`src/rtl/run_control.sv`:
```
// run_control
//   Front-panel run/step/breakpoint sequencer for the CPU core. Sits between the
//   board pins and the core's clock-enable input.
//   The step button is synchronised and debounced. A single rising edge of the
//   debounced level yields a one-clock step pulse.
//   The breakpoint is latched from the switches on the first clock after reset.
//   A free-running mod-RUN_DIV counter paces every enable the core receives.
//
// Ports
//   i_clk                 system clock
//   i_resetn              asynchronous active-low reset
//   i_btnStep             raw step button (asynchronous, 1 = pressed)
//   i_swInstrNCycle       1 = step one instruction, 0 = step one CPU cycle
//   i_swStepNRun          1 = step mode, 0 = run mode
//   i_swEnableBreakpoint  1 = breakpoint compare active while running
//   i_switches[7:0]       breakpoint source, captured once after reset
//   i_pc[15:0]            core PC, meaningful when i_instrBoundary = 1
//   i_instrBoundary       next CPU cycle is the fetch cycle of an instruction
//   o_cpuClkEn            one-clock enable; the core advances one cycle
//   o_running             state is RUN
//   o_breakHit            state is BREAK
//   o_breakpoint[15:0]    latched breakpoint {8'h00, switches}
module run_control #(
    parameter int DEBOUNCE_CYCLES = 20000,
    parameter int RUN_DIV         = 4
) (
    input  logic        i_clk,
    input  logic        i_resetn,
    input  logic        i_btnStep,
    input  logic        i_swInstrNCycle,
    input  logic        i_swStepNRun,
    input  logic        i_swEnableBreakpoint,
    input  logic [7:0]  i_switches,
    input  logic [15:0] i_pc,
    input  logic        i_instrBoundary,
    output logic        o_cpuClkEn,
    output logic        o_running,
    output logic        o_breakHit,
    output logic [15:0] o_breakpoint
);

    localparam int TICK_W = (RUN_DIV > 1) ? $clog2(RUN_DIV) : 1;
    localparam int DEB_W  = $clog2(DEBOUNCE_CYCLES + 1);
    localparam logic [TICK_W-1:0] TICK_LAST = TICK_W'(RUN_DIV - 1);
    localparam logic [DEB_W-1:0]  DEB_LAST  = DEB_W'(DEBOUNCE_CYCLES - 1);

    typedef enum logic [2:0] {
        S_HALT,
        S_STEP_CYC,
        S_STEP_INS,
        S_RUN,
        S_BREAK
    } state_t;

    state_t              state;
    logic                bp_set;
    logic [15:0]         breakpoint;
    logic                btn_meta;
    logic                btn_sync;
    logic [DEB_W-1:0]    deb_cnt;
    logic                deb_level;
    logic                deb_level_q;
    logic                step_pulse;
    logic [TICK_W-1:0]   tick_cnt;
    logic                tick;
    logic                bp_match;
    logic                issued;
    logic                skip;
    logic                cpu_clk_en;

    // Breakpoint capture: one shot after each reset release.
    always_ff @(posedge i_clk or negedge i_resetn) begin
        if (!i_resetn) begin
            bp_set     <= 1'b0;
            breakpoint <= 16'h0000;
        end else if (!bp_set) begin
            breakpoint <= {8'h00, i_switches};
            bp_set     <= 1'b1;
        end
    end

    assign o_breakpoint = breakpoint;

    // Button: two-flop synchroniser, then the level only follows the synced
    // value once it has disagreed for DEBOUNCE_CYCLES consecutive clocks.
    always_ff @(posedge i_clk or negedge i_resetn) begin
        if (!i_resetn) begin
            btn_meta    <= 1'b0;
            btn_sync    <= 1'b0;
            deb_cnt     <= '0;
            deb_level   <= 1'b0;
            deb_level_q <= 1'b0;
        end else begin
            btn_meta    <= i_btnStep;
            btn_sync    <= btn_meta;
            deb_level_q <= deb_level;
            if (btn_sync != deb_level) begin
                if (deb_cnt == DEB_LAST) begin
                    deb_level <= btn_sync;
                    deb_cnt   <= '0;
                end else begin
                    deb_cnt <= deb_cnt + 1'b1;
                end
            end else begin
                deb_cnt <= '0;
            end
        end
    end

    assign step_pulse = deb_level & ~deb_level_q;

    // Free-running tick divider, never gated by the state.
    always_ff @(posedge i_clk or negedge i_resetn) begin
        if (!i_resetn) begin
            tick_cnt <= '0;
        end else if (tick) begin
            tick_cnt <= '0;
        end else begin
            tick_cnt <= tick_cnt + 1'b1;
        end
    end

    assign tick     = (tick_cnt == TICK_LAST);
    assign bp_match = i_swEnableBreakpoint & i_instrBoundary & (i_pc == breakpoint);

    // The enable is decoded from the current state and the live core inputs,
    // so the core consumes it on the same edge at which the sequencer decides
    // what happens next; a registered enable would lag the boundary flag by
    // one clock and miscount instructions when RUN_DIV is 1.
    always_comb begin
        cpu_clk_en = 1'b0;
        case (state)
            S_STEP_CYC: cpu_clk_en = tick;
            S_STEP_INS: cpu_clk_en = tick & ~(issued & i_instrBoundary);
            S_RUN:      cpu_clk_en = tick & ~(bp_match & ~skip);
            default:    cpu_clk_en = 1'b0;
        endcase
    end

    assign o_cpuClkEn = cpu_clk_en;

    // Sequencer. Mode-switch checks come last in each state so they override
    // a same-clock tick decision; a step pulse arriving in a state that does
    // not consume it is simply dropped.
    always_ff @(posedge i_clk or negedge i_resetn) begin
        if (!i_resetn) begin
            state  <= S_HALT;
            issued <= 1'b0;
            skip   <= 1'b0;
        end else begin
            case (state)
                S_HALT: begin
                    if (!i_swStepNRun) begin
                        state <= S_RUN;
                        skip  <= 1'b0;
                    end else if (step_pulse) begin
                        if (i_swInstrNCycle) begin
                            state  <= S_STEP_INS;
                            issued <= 1'b0;
                        end else begin
                            state <= S_STEP_CYC;
                        end
                    end
                end
                S_STEP_CYC: begin
                    if (tick) state <= S_HALT;
                end
                S_STEP_INS: begin
                    // Stop at the first boundary seen after at least one enable,
                    // leaving the core at the fetch of the next instruction.
                    if (tick) begin
                        if (issued && i_instrBoundary) state  <= S_HALT;
                        else                           issued <= 1'b1;
                    end
                    if (!i_swStepNRun) begin
                        state <= S_RUN;
                        skip  <= 1'b0;
                    end
                end
                S_RUN: begin
                    if (tick) begin
                        if (bp_match && !skip) state <= S_BREAK;
                        else                   skip  <= 1'b0;
                    end
                    if (i_swStepNRun) state <= S_HALT;
                end
                S_BREAK: begin
                    if (i_swStepNRun) begin
                        state <= S_HALT;
                    end else if (step_pulse) begin
                        // skip lets the instruction sitting at the breakpoint run once.
                        state <= S_RUN;
                        skip  <= 1'b1;
                    end
                end
                default: state <= S_HALT;
            endcase
        end
    end

    assign o_running  = (state == S_RUN);
    assign o_breakHit = (state == S_BREAK);

endmodule

```
`config.mk`:
```
export PLATFORM = sky130hd
export DESIGN_NAME = run_control
export DESIGN_NICKNAME = d
export VERILOG_FILES = /design/src/rtl/run_control.sv
export SDC_FILE = /design/constraint.sdc
export NUM_CORES = 1
export LEC_CHECK = 0
export ABC_CLOCK_PERIOD_IN_PS = 2150
export BUFFER_PORTS_ARGS = -buffer_cell sky130_fd_sc_hd__buf_2
export CORE_MARGIN = 10
export CORE_UTILIZATION = 27
export CTS_CLUSTER_DIAMETER = 50
export DETAILED_ROUTE_END_ITERATION = 8
export GPL_ROUTABILITY_DRIVEN = 0
export SLEW_MARGIN = 25
export SYNTH_ARGS = -nofsm -noshare
export SYNTH_HDL_FRONTEND = slang
export SYNTH_SLANG_ARGS = --single-unit
```
`constraint.sdc`:
```
create_clock -name i_clk -period 2.15 [get_ports i_clk]
set_input_delay 0.215 -clock i_clk [delete_from_list [all_inputs] [get_ports i_clk]]
set_output_delay 0.215 -clock i_clk [all_outputs]
set_load 0.02 [all_outputs]
```
# Word-level counts from Yosys, hierarchy flattened
# Cells that the tools add are included.
# word_totals
ff_bits,35
latch_bits,0
mem_bits_rw,0
rom_bits,0
inputBits,31
out_inout_bits,19
word_cells,89
n_memories,0
# op_classes
addsub,2
multipliers,0
div_mod_pow,0
magnitude_cmp,0
n_eq_ne,25
shifts,0
muxes,29
n_bitwise,11
reduce_logical,11
# op_table
op,n
$mux W3,11
$mux W15,2
$ne A2 B2 Y1 const B,9
$eq A16 B8 Y1,1
$add A15 B1 Y15 const B,1
$eq A15 B15 Y1 const B,1
$pmux W3 S5,1
$reduce_and A6 Y1,2
$mux W1,10
$ne A3 B2 Y1 const B,3
$ne A3 B3 Y1 const B,3
$and A1 B1 Y1,7
$reduce_and A7 Y1,1
$eq A3 B2 Y1 const B,2
$pmux W1 S3,2
$mux W2,2
$ne A2 B1 Y1 const B,2
$not A1 Y1,4
$eq A3 B1 Y1 const B,1
$eq A3 B3 Y1 const B,1
$logic_not A3 Y1,1
$reduce_bool A3 Y1,1
$add A2 B1 Y2 const B,1
$eq A2 B2 Y1 const B,1
other kinds (7),8

# Depth between registers and ports, before layout
# Gate-level depths: netlist of the first run.
# logic_depth
depth_word,7
ltp_mapped,7
ltp_nobuf,6

# Least setup slack after synthesis of the first run
# OpenSTA, ideal clock, no wires.
# synth_path
kind,register -> output
from,reg breakpoint[2] (netlist: o_breakpoint[2])
to,out o_cpuClkEn
arrival_time_ns,1.450
required_ns,1.935
setup_slack_ns,0.485
path_stages_with_launch,6
n_path_buf,0
cell_sequence,dfrtp_1 -> xnor2_1 -> nand4b_1 -> nor4_4 -> a211oi_1 -> o21a_1
# synth_between
elab_chain_len,6
# synth_lines
item,line_no,rtl
start: declaration,57,logic [15:0] breakpoint;
start signal: assignment,77,"breakpoint <= {8'h00, i_switches};"
$eq A16 B8 Y1,124,assign bp_match = i_swEnableBreakpoint & i_instrBoundary & (i_pc == breakpoint);
$and A1 B1 Y1,124,
$and A1 B1 Y1,135,S_RUN: cpu_clk_en = tick & ~(bp_match & ~skip);
$not A1 Y1,135,
$and A1 B1 Y1,135,
$pmux W1 S3,132,case (state)
end: declaration,36,"output logic o_cpuClkEn,"
# Every way passes these cells.

# Final worst setup path of the first run
# layout_path
from,reg breakpoint[0] (netlist: o_breakpoint[0])
to,out o_cpuClkEn
# The elaborated chain is that of the path after synthesis.

==> run_results.csv, run 1 <==
group,metric,value,unit
finish,antenna_cells,0,
yosys,netlist_area,0.00182,sq mm
sta,drv_slew,0,
worst_setup_path,required,1930,ps
route,firstDrtPassIters,4,
yosys,synth-edff-count,0,
clock_tree,cts_tree,"done",
clock_tree,clockBufferDepth,2,
worst_setup_path,cp_max_fo,2,
sta,relSlewSlack,0.478,
worst_setup_path,critPathCaptureType,"output port",
sta,fin_hold_ws,2.70,ps
power_and_ir_drop,total_power,1800,uW
floorplan,coreArea,0.00646,sq mm
grt,grt_overflow,0,
yosys,synthFlopType,"dfrtp_1",
power_and_ir_drop,power_density,814,mW/mm^2
worst_setup_path,crit_buf_inv,1,
grt,grt_pass1_vias,1477,
finish,syn_to_final_growth,21.4,%
place,dp.cells,289,
grt,grt_max_degree,36,
sta,hold_violations,0,
finish,fin_cells,300,
yosys,ys_seq_elements,35,
grt,grt_pass1_wl,6.62,mm
worst_setup_path,reg2reg_from,"tick_cnt[0]",
route,drt-total-wl,3.91,mm
floorplan,start_util,0.282,
route,ant_nets,0,
yosys,syn_avg_cell_area,10.3,sq um
worst_setup_path,start_kind,"register",
floorplan,row_count,29,
power_and_ir_drop,p_leak,0.00100,uW
route,drc_errors,0,
place,dpl_cell_area,0.00207,sq mm
worst_setup_path,regToRegSetupSlack,380,ps
yosys,yosysSeqAreaShare,0.481,
sta,fin_setup_tns,0,ps
yosys,yosysTopAreaCell,"dfrtp_1",
clock_tree,h-tree-depth,2,
worst_setup_path,r2r-end,"state[1]",
finish,post_route_cells_drive_above_1_share,0.300,
worst_setup_path,critPathArrivalTime,1820,ps
grt,grt_use_total,0.0787,
clock_tree,cts.clk_slew.worst_paths,60,ps
floorplan,die_h,102,um
place,hpwlAfterDp,3.04,mm
clock_tree,clkSinkCount,35,
job,maxCapViolations,0,
worst_setup_path,path_cells,"xnor2_1 -> nand4_1 -> nor4_4 -> a211oi_2 -> o21a_1 -> buf_2",
floorplan,die_x,102,um
floorplan,boundaryPins,50,
min_path,hp-class,"primary input to asynchronous set/reset pin",
route,wl_per_cell,13.0,um
yosys,ys_types,41,
yosys,synthArstFlopShare,1.00,
worst_setup_path,critPathSlowestCell,"dfrtp_1",
power_and_ir_drop,peakVddDrop,0.000313,V
worst_setup_path,slowest_delay,390,ps
floorplan,die_area,0.0104,sq mm
yosys,ys_warn_count,0,
yosys,synth_common_cells,"dfrtp_1 (35), nor2_1 (23), xnor2_1 (15), nand2_1 (10)",
grt,antenna_found_initial,0,
clock_tree,holdBufCountCts,0,
finish,n_fill_cell,677,
sta,tightest_slew,783,ps
sta,fin_skew,8.53,ps
worst_setup_path,critPathTopFamily,"simple AND/OR/NAND/NOR gates",
worst_setup_path,startpoint,"o_breakpoint[0]",
worst_setup_path,reg2regPathDepth,6,
route,drt-initial-drc-count,28,
route,avgViaCountPerCell,4.71,
worst_setup_path,path_depth,6,
worst_setup_path,crit_path_end,"o_cpuClkEn",
clock_tree,clk-insertion-delay-late,290,ps
yosys,synthTopCellsByArea,"dfrtp_1 (48%), xnor2_1 (7.2%), mux2_2 (4.9%)",
sta,finalCriticalPeriod,2030,ps
clock_tree,cts-buffers-inserted,5,
status,status,"finished clean",
sta,rsz0062_at_grt,"false",
yosys,synth_cells,176,
finish,nNetsFinal,255,
place,io_buffers,41,
sta,max_freq,0.492,GHz
yosys,synth_top_area_share,0.481,
clock_tree,clockRootBuffer,"clkbuf_8",
finish,final_area,0.00221,sq mm
sta,fin_crit_sh,0.946,
worst_setup_path,crit_type,"register to output port",
sta,setup_viol,0,
route,vias,1412,
yosys,synth_most_common_cell,"dfrtp_1",
per-stage QoR:
step            util  worst slack, ps
3_3_place_gp   0.321              368
4_1_cts        0.337             65.8
2_1_floorplan      -              485
5_1_grt        0.342             5.64
3_5_place_dp   0.321              381
6_report       0.342              117
cell type report:
cell class | count | area, sq um | share of cell area
clock buffers | 8 | 100 | 0.0453
inverters | 6 | 22.5 | 0.0102
multi-input cells | 129 | 880 | 0.398
flip-flops and latches | 35 | 876 | 0.396
well taps | 77 | 96.3 | 0.0436
repair buffers | 45 | 235 | 0.106
report_power, final:
group	total [uW]	switching, uW	internal (uW)	leakage, uW
Sequential	780	65.4	715	0.000451
Combinational	498	272	226	0.000500
Clock	519	227	292	0.0000515
Total	1800	564	1230	0.00100
cell usage in the layout (no fill, tap or decap), drive strengths merged, types with 2 or more instances in the layout:
| cell type | n |
|---|---|
| xor2 | 7 |
| nor2b | 2 |
| a21oi | 3 |
| inv | 6 |
| nor2 | 23 |
| clkbuf | 8 |
| a32oi | 2 |
| buf | 45 |
| nor4 | 5 |
| ha | 2 |
| nand3 | 5 |
| dfrtp | 35 |
| nor3 | 6 |
| mux2 | 9 |
| nand2 | 10 |
| nand4 | 5 |
| o21ai | 5 |
| xnor2 | 15 |
| a211oi | 2 |
| nand2b | 3 |
| and3 | 3 |
| conb | 9 |
what timing repair did:
item | in CTS | in global routing
hold endpoints to repair | 0 | 0
endpoints found under the setup margin | 0 | 1
gates resized for setup | 0 | 2
buffers inserted | 0 | 3
routing by layer:
metal | global-route usage | routed length (um)
met5 | 0 | 0
met4 | 0.0358 | 46
met3 | 0.0304 | 388
met2 | 0.121 | 1720
met1 | 0.0954 | 1750
cells by family (layout without fill, tap and decap cells):
logic type               after synthesis  after routing  synth area share
multiplexers                           9              9            0.0557
adder cells (fa/ha/maj)                2              2            0.0137
flip-flops                            35             35             0.481
AO/OA/AOI/OAI                         22             22            0.0928
buffers and inverters                 19             59            0.0570
other                                  2              9           0.00413
AND/OR/NAND/NOR                       65             65             0.190
XOR/XNOR                              22             22             0.106
worst min-delay path by stage:
stage	cells after the start	slack, ps	startpoint	endpoint
5_1_grt	1	20	i_btnStep	btn_meta
2_1_floorplan	0	-80	i_resetn	bp_set
6_report	1	3	i_resetn	deb_cnt[11]
3_5_place_dp	1	320	i_btnStep	btn_meta
4_1_cts	1	20	i_btnStep	btn_meta
3_3_place_gp	1	330	i_btnStep	btn_meta
flip-flops by register name (all words and copies together), names as in the netlist:
register and count:
deb_level_q 1, o_breakpoint 8, btn_sync 1, tick_cnt 2, issued 1, deb_level 1
btn_meta 1, bp_set 1, deb_cnt 15, skip 1, state 3
(Power assumes the default switching activity.)
==> run 2: changes to the inputs <==
Settings changed: ABC_AREA set to 1.
==> run 2 against run 1 <==
Against the previous run:
- synthesized area increased by 6.3%
- worst setup slack improved by 270 ps
- critical path type unchanged
- sequential cell count unchanged
- synthesized cell count increased by 40%
- worst hold slack about the same
- sequential share of layout area decreased by 1.8 points
- die area increased by 5.1%
- first-iteration DRC count increased by 110%
- core utilization decreased by 0.55 points
- register-to-register slack improved by 230 ps
==> run_results.csv, run 2 <==
group,metric,value,unit
worst_setup_path,critPathCaptureType,"output port",
sta,fin_ws,383,ps
floorplan,boundaryPins,50,
route,vias,1652,
power_and_ir_drop,p_leak,0.00116,uW
worst_setup_path,required,1930,ps
power_and_ir_drop,combPwrFrac,0.282,
place,dp_slack,586,ps
yosys,yosysTopAreaCell,"dfrtp_1",
yosys,netlist_area,0.00194,sq mm
sta,finalCriticalPeriod,1770,ps
worst_setup_path,path_common_cell,"a21oi_1",
worst_setup_path,crit_path_end,"o_cpuClkEn",
place,io_buffers,41,
clock_tree,cts.clk_slew.worst_paths,80,ps
grt,grt_max_degree,36,
status,status,"finished clean",
finish,largest_register_ffs,15,
yosys,syn_avg_cell_area,7.84,sq um
sta,setup_viol,0,
power_and_ir_drop,power_frac_seq,0.446,
grt,grt_pass1_vias,1739,
clock_tree,cts-buffers-inserted,5,
grt,grt_overflow,0,
sta,relSlewSlack,0.483,
worst_setup_path,regToRegSetupSlack,610,ps
worst_setup_path,cp_max_fo,6,
power_and_ir_drop,p_sw_frac,0.355,
floorplan,row_count,30,
finish,layout_commonest_cell,"nand2_1",
clock_tree,cts_tree,"done",
finish,syn_to_final_growth,19.5,%
power_and_ir_drop,power_density,751,mW/mm^2
clock_tree,clk-insertion-delay-late,290,ps
job,maxCapViolations,0,
worst_setup_path,path_cells,"inv_1 -> nand2_1 -> nor2_2 -> a21oi_1 -> a21oi_1 -> buf_2",
route,drt-total-wl,4.24,mm
clock_tree,cts_resized,0,
yosys,synthTopCellsByArea,"dfrtp_1 (45%), nand2_1 (10%), inv_1 (6.8%)",
sta,drv_slew,0,
yosys,synth_cells,247,
floorplan,coreArea,0.00687,sq mm
route,avgViaCountPerCell,4.24,
yosys,ys_seq_elements,35,
sta,fin_setup_tns,0,ps
yosys,ys_types,27,
worst_setup_path,critPathArrivalTime,1550,ps
floorplan,start_util,0.282,
worst_setup_path,slowest_delay,420,ps
yosys,synthFlopType,"dfrtp_1",
worst_setup_path,critPathSlowestCell,"dfrtp_1",
finish,nNetsFinal,326,
clock_tree,clockBufferDepth,2,
floorplan,die_x,105,um
worst_setup_path,crit_type,"register to output port",
route,wl_per_cell,10.9,um
place,hpwlAfterDp,3.31,mm
finish,antenna_cells,0,
worst_setup_path,r2r-end,"deb_cnt[14]",
yosys,synth-edff-count,0,
grt,grt_use_total,0.0813,
sta,hold_violations,0,
grt,antenna_found_initial,0,
worst_setup_path,startpoint,"state[2]",
power_and_ir_drop,switchingPower,617,uW
finish,fin_cells,390,
yosys,ys_warn_count,0,
yosys,synth_most_common_cell,"nand2_1",
worst_setup_path,start_kind,"register",
grt,grt_pass1_wl,7.58,mm
power_and_ir_drop,peakVddDrop,0.000283,V
route,firstDrtPassIters,4,
place,dp.cells,382,
yosys,synth_top_area_share,0.452,
min_path,hp-class,"primary input to asynchronous set/reset pin",
clock_tree,clkSinkCount,35,
worst_setup_path,reg2regPathDepth,6,
yosys,synthArstFlopShare,1.00,
sta,fin_skew,10.6,ps
power_and_ir_drop,intPower,1120,uW
sta,fin_hold_ws,2.99,ps
yosys,synth_common_cells,"nand2_1 (53), dfrtp_1 (35), inv_1 (35), nor2_1 (31), nand3_1 (14)",
clock_tree,holdBufCountCts,0,
route,drt-initial-drc-count,58,
clock_tree,cts_setup_buffers,0,
power_and_ir_drop,clkPwrFrac,0.272,
floorplan,die_area,0.0110,sq mm
route,drc_errors,0,
sta,fin_crit_sh,0.822,
sta,rsz0062_at_grt,"false",
floorplan,die_h,105,um
sta,tightest_slew,776,ps
sta,max_freq,0.566,GHz
clock_tree,h-tree-depth,2,
finish,most-common-layout-cells,"nand2_1 (53), buf_2 (41), inv_1 (35), dfrtp_1 (35), nor2_1 (31)",
route,ant_nets,0,
clock_tree,clockRootBuffer,"clkbuf_8",
finish,post_route_cells_drive_above_1_share,0.228,
worst_setup_path,reg2reg_from,"deb_cnt[0]",
yosys,yosysSeqAreaShare,0.452,
finish,top_register,"deb_cnt",
## run 2: changes by cell type after synthesis, sizes merged, moves of 4 or more
cell / delta
inv: +30
a21oi: +9
xnor2: -10
mux2: -4
nor4: -4
nand3: +11
nor2: +15
nand2: +46
## run 2: worst max-delay path: cells and delay by family, from the launching register on
kind | cells | cell delay [ps]
flops | 1 | 420
compound gates | 2 | 260
simple gates | 2 | 310
buf+inv | 2 | 290
## run 2: layout make-up
| type | count | area, sq um |
|---|---|---|
| Inverter | 36 | 135 |
| Fill cell | 740 | 4560 |
| Clock inverter | 3 | 20.0 |
| Clock buffer | 5 | 68.8 |
| Multi-Input combinational cell | 174 | 887 |
| Timing Repair Buffer | 41 | 205 |
| Sequential cell | 35 | 876 |
| Tap cell | 96 | 120 |
## run 2: power by group through the flow
stage / clock (uW) / combinational (uW) / sequential [uW]
floorplan: 0 / 363 / 790
global placement: 0 / 490 / 784
detailed placement: 0 / 495 / 787
CTS: 499 / 498 / 774
global route: 527 / 570 / 786
finish: 473 / 489 / 775
## run 2: metal layers
layer	vias up	global-route usage	routed length, um
li1	848	-	-
met1	746	0.0944	1990
met2	54	0.133	1880
met3	4	0.0381	332
met4	0	0.0186	30
met5	-	0	0
## run 2: cells by family after synthesis
family	after synthesis	synth area share
AOI/OAI and AO/OA	21	0.0562
xor gates and xnor gates	11	0.0498
adders and majority gates	2	0.0129
buffers and inverters	45	0.103
DFF	35	0.452
muxes	5	0.0291
other	2	0.00388
and+or+nand+nor	126	0.293
## run 2: how the worst min path moves through the flow
stage               depth (start not counted)       end  slack, ps
global route                                1  btn_meta         20
detailed placement                          1  btn_meta        330
global placement                            1  btn_meta        330
finish                                      1  state[2]          3
CTS                                         1  state[2]         30
floorplan                                   0    bp_set        -80
## run 2: metrics by stage
| step | util | instance area (sq um) | total power (uW) |
|---|---|---|---|
| floorplan | - | 1960 | 1150 |
| global placement | 0.324 | 2220 | 1270 |
| detailed placement | 0.324 | 2220 | 1280 |
| CTS | 0.337 | 2310 | 1770 |
| global route | 0.337 | 2310 | 1880 |
| finish | 0.337 | 2310 | 1740 |
==> run 3: changes to the inputs <==
Settings changed: ABC_AREA 1 to 0, ABC_CLOCK_PERIOD_IN_PS 2150 to 1650.
Clock period 2.15 ns to 1.65 ns, I/O delays scaled along.
==> run 3 against run 2 <==
Against the previous run:
- the flow now finishes with violations (negative setup slack)
- clock skew is 3.5 ps lower
- wire length fell by 0.17%
- sequential power increased by 32%
- clock power is 43% higher
- worst setup slack worse by 630 ps
- non-clock buffer count grew 21
- worst hold slack improved by 110 ps
- combinational power increased by 68%
- global-route usage fell by 0.54 points
- sequential cell count unchanged
- final area is 4.7% higher
- die area is 4.8% lower
- largest power group unchanged
- highest routed layer unchanged
==> run_results.csv, run 3 (synthesis results as in run 1) <==
group,metric,value,unit
finish,layout_commonest_cell,"buf_2",
sta,fin_crit_sh,1.15,
route,avgViaCountPerCell,4.62,
worst_setup_path,startpoint,"o_breakpoint[2]",
grt,grt_max_degree,36,
worst_setup_path,reg2reg_from,"state[1]",
job,maxCapViolations,0,
floorplan,row_count,29,
floorplan,die_area,0.0104,sq mm
worst_setup_path,critPathArrivalTime,1730,ps
route,wl_per_cell,13.3,um
finish,top_register,"deb_cnt",
place,dp.cells,300,
route,drc_errors,0,
sta,setup_viol,1,
clock_tree,clk-insertion-delay-late,280,ps
finish,nNetsFinal,272,
sta,finalCriticalPeriod,1890,ps
power_and_ir_drop,p_leak,0.00110,uW
grt,grt_overflow,0,
grt,grt_pass1_vias,1417,
sta,fin_ws,-243,ps
finish,final_area,0.00242,sq mm
worst_setup_path,critPathCaptureType,"output port",
grt,grt_pass1_wl,6.47,mm
clock_tree,clockBufferDepth,2,
finish,largest_register_ffs,15,
worst_setup_path,crit_type,"register to output port",
clock_tree,clockRootBuffer,"clkbuf_8",
grt,grt_use_total,0.0759,
finish,most-common-layout-cells,"buf_2 (40), dfrtp_1 (33), nor2_1 (22)",
sta,hold_violations,0,
place,dpl_cell_area,0.00217,sq mm
route,firstDrtPassIters,4,
floorplan,boundaryPins,50,
sta,rsz0062_at_grt,"true",
worst_setup_path,required,1480,ps
status,violations,"negative setup slack",
sta,fin_skew,7.09,ps
floorplan,die_h,102,um
floorplan,coreArea,0.00646,sq mm
clock_tree,clkSinkCount,35,
min_path,hold_start,"i_switches[0]",
clock_tree,cts.clk_slew.worst_paths,70,ps
sta,drv_slew,0,
place,dp_slack,3.50,ps
finish,fin_cells,317,
route,ant_nets,0,
place,io_buffers,41,
route,drt-initial-drc-count,43,
power_and_ir_drop,peakVddDrop,0.000399,V
clock_tree,h-tree-depth,2,
sta,tightest_slew,511,ps
route,drt-total-wl,4.23,mm
worst_setup_path,cp_max_fo,3,
status,status,"complete, but fails checks",
finish,post_route_cells_drive_above_1_share,0.396,
floorplan,die_x,102,um
worst_setup_path,start_kind,"register",
clock_tree,cts-buffers-inserted,5,
route,vias,1465,
finish,syn_to_final_growth,32.9,%
clock_tree,cts_tree,"done",
finish,antenna_cells,0,
sta,max_freq,0.528,GHz
sta,relSlewSlack,0.656,
power_and_ir_drop,power_density,1040,mW/mm^2
grt,antenna_found_initial,0,
place,hpwlAfterDp,3.04,mm
min_path,hp-class,"primary input to register",
floorplan,start_util,0.282,
==> run 3: cell count changes in the layout (fill, tap and decap cells not counted), sizes merged, moves of 3 or more <==
cell | before | now
nor2 | 38 | 23
nand3 | 16 | 5
xnor2 | 5 | 15
buf | 41 | 60
nand2b | 0 | 3
mux2 | 5 | 9
inv | 36 | 6
nand2 | 56 | 10
and3 | 0 | 3
nor3b | 3 | 0
nor4 | 1 | 5
a21oi | 12 | 3
clkbuf | 5 | 8
==> run 3: final timing paths <==
path / to / slack (ps) / cells after the start
max in group asynchronous: state[0] / 1080 / 3
worst min register to register: btn_sync / 360 / 0
worst max register to register: state[0] / 10 / 5
min in group asynchronous: deb_cnt[9] / 370 / 3
worst min-delay path: o_breakpoint[0] / 110 / 2
worst max-delay path: o_cpuClkEn / -240 / 6
==> run 3: power breakdown <==
part | total, uW | leakage, uW | internal (uW) | switching (uW)
clock network | 675 | 0.0000515 | 381 | 294
logic | 823 | 0.000597 | 401 | 422
registers | 1020 | 0.000448 | 934 | 84.1
total | 2520 | 0.00110 | 1720 | 800
==> run 3: repair_timing <==
action / in CTS / in global routing
hold endpoints to repair: 36 / 0
resized for setup: 4 / 15
buffers inserted: 5 / 3
pin swaps: 6 / 10
endpoints found under the setup margin: 2 / 10
hold buffers: 2 / 0
==> run 3: per-stage QoR <==
| step | TNS [ps] | util | hold slack [ps] | total power, uW |
|---|---|---|---|---|
| after floorplan | 0 | - | -131 | 1500 |
| after global placement | 0 | 0.336 | 143 | 1710 |
| after detailed placement | 0 | 0.336 | 144 | 1720 |
| after CTS | -313 | 0.362 | 101 | 2430 |
| after global routing | -529 | 0.375 | 99.9 | 2660 |
| final | -243 | 0.375 | 114 | 2520 |
==> run 3: critical path: stages, from the launching register on <==
cell and delay (ps):
dfrtp_1 410, xnor2_2 140, nand4b_1 170, nor4_4 310, a211oi_2 100, o21a_1 180
buf_6 130
==> run 3: area by class of cell <==
cell class / instances / area, sq um
inverter: 6 / 22.5
clock buffer: 8 / 100
tap: 77 / 96.3
fill: 651 / 4040
timing repair buffer: 62 / 390
multi-input combinational: 129 / 932
sequential: 35 / 878
==> run 3: routing by layer <==
layer / wire length (um) / global-route usage
met5: 0 / 0
met4: 40 / 0.0315
met3: 439 / 0.0324
met2: 1830 / 0.112
met1: 1920 / 0.0954
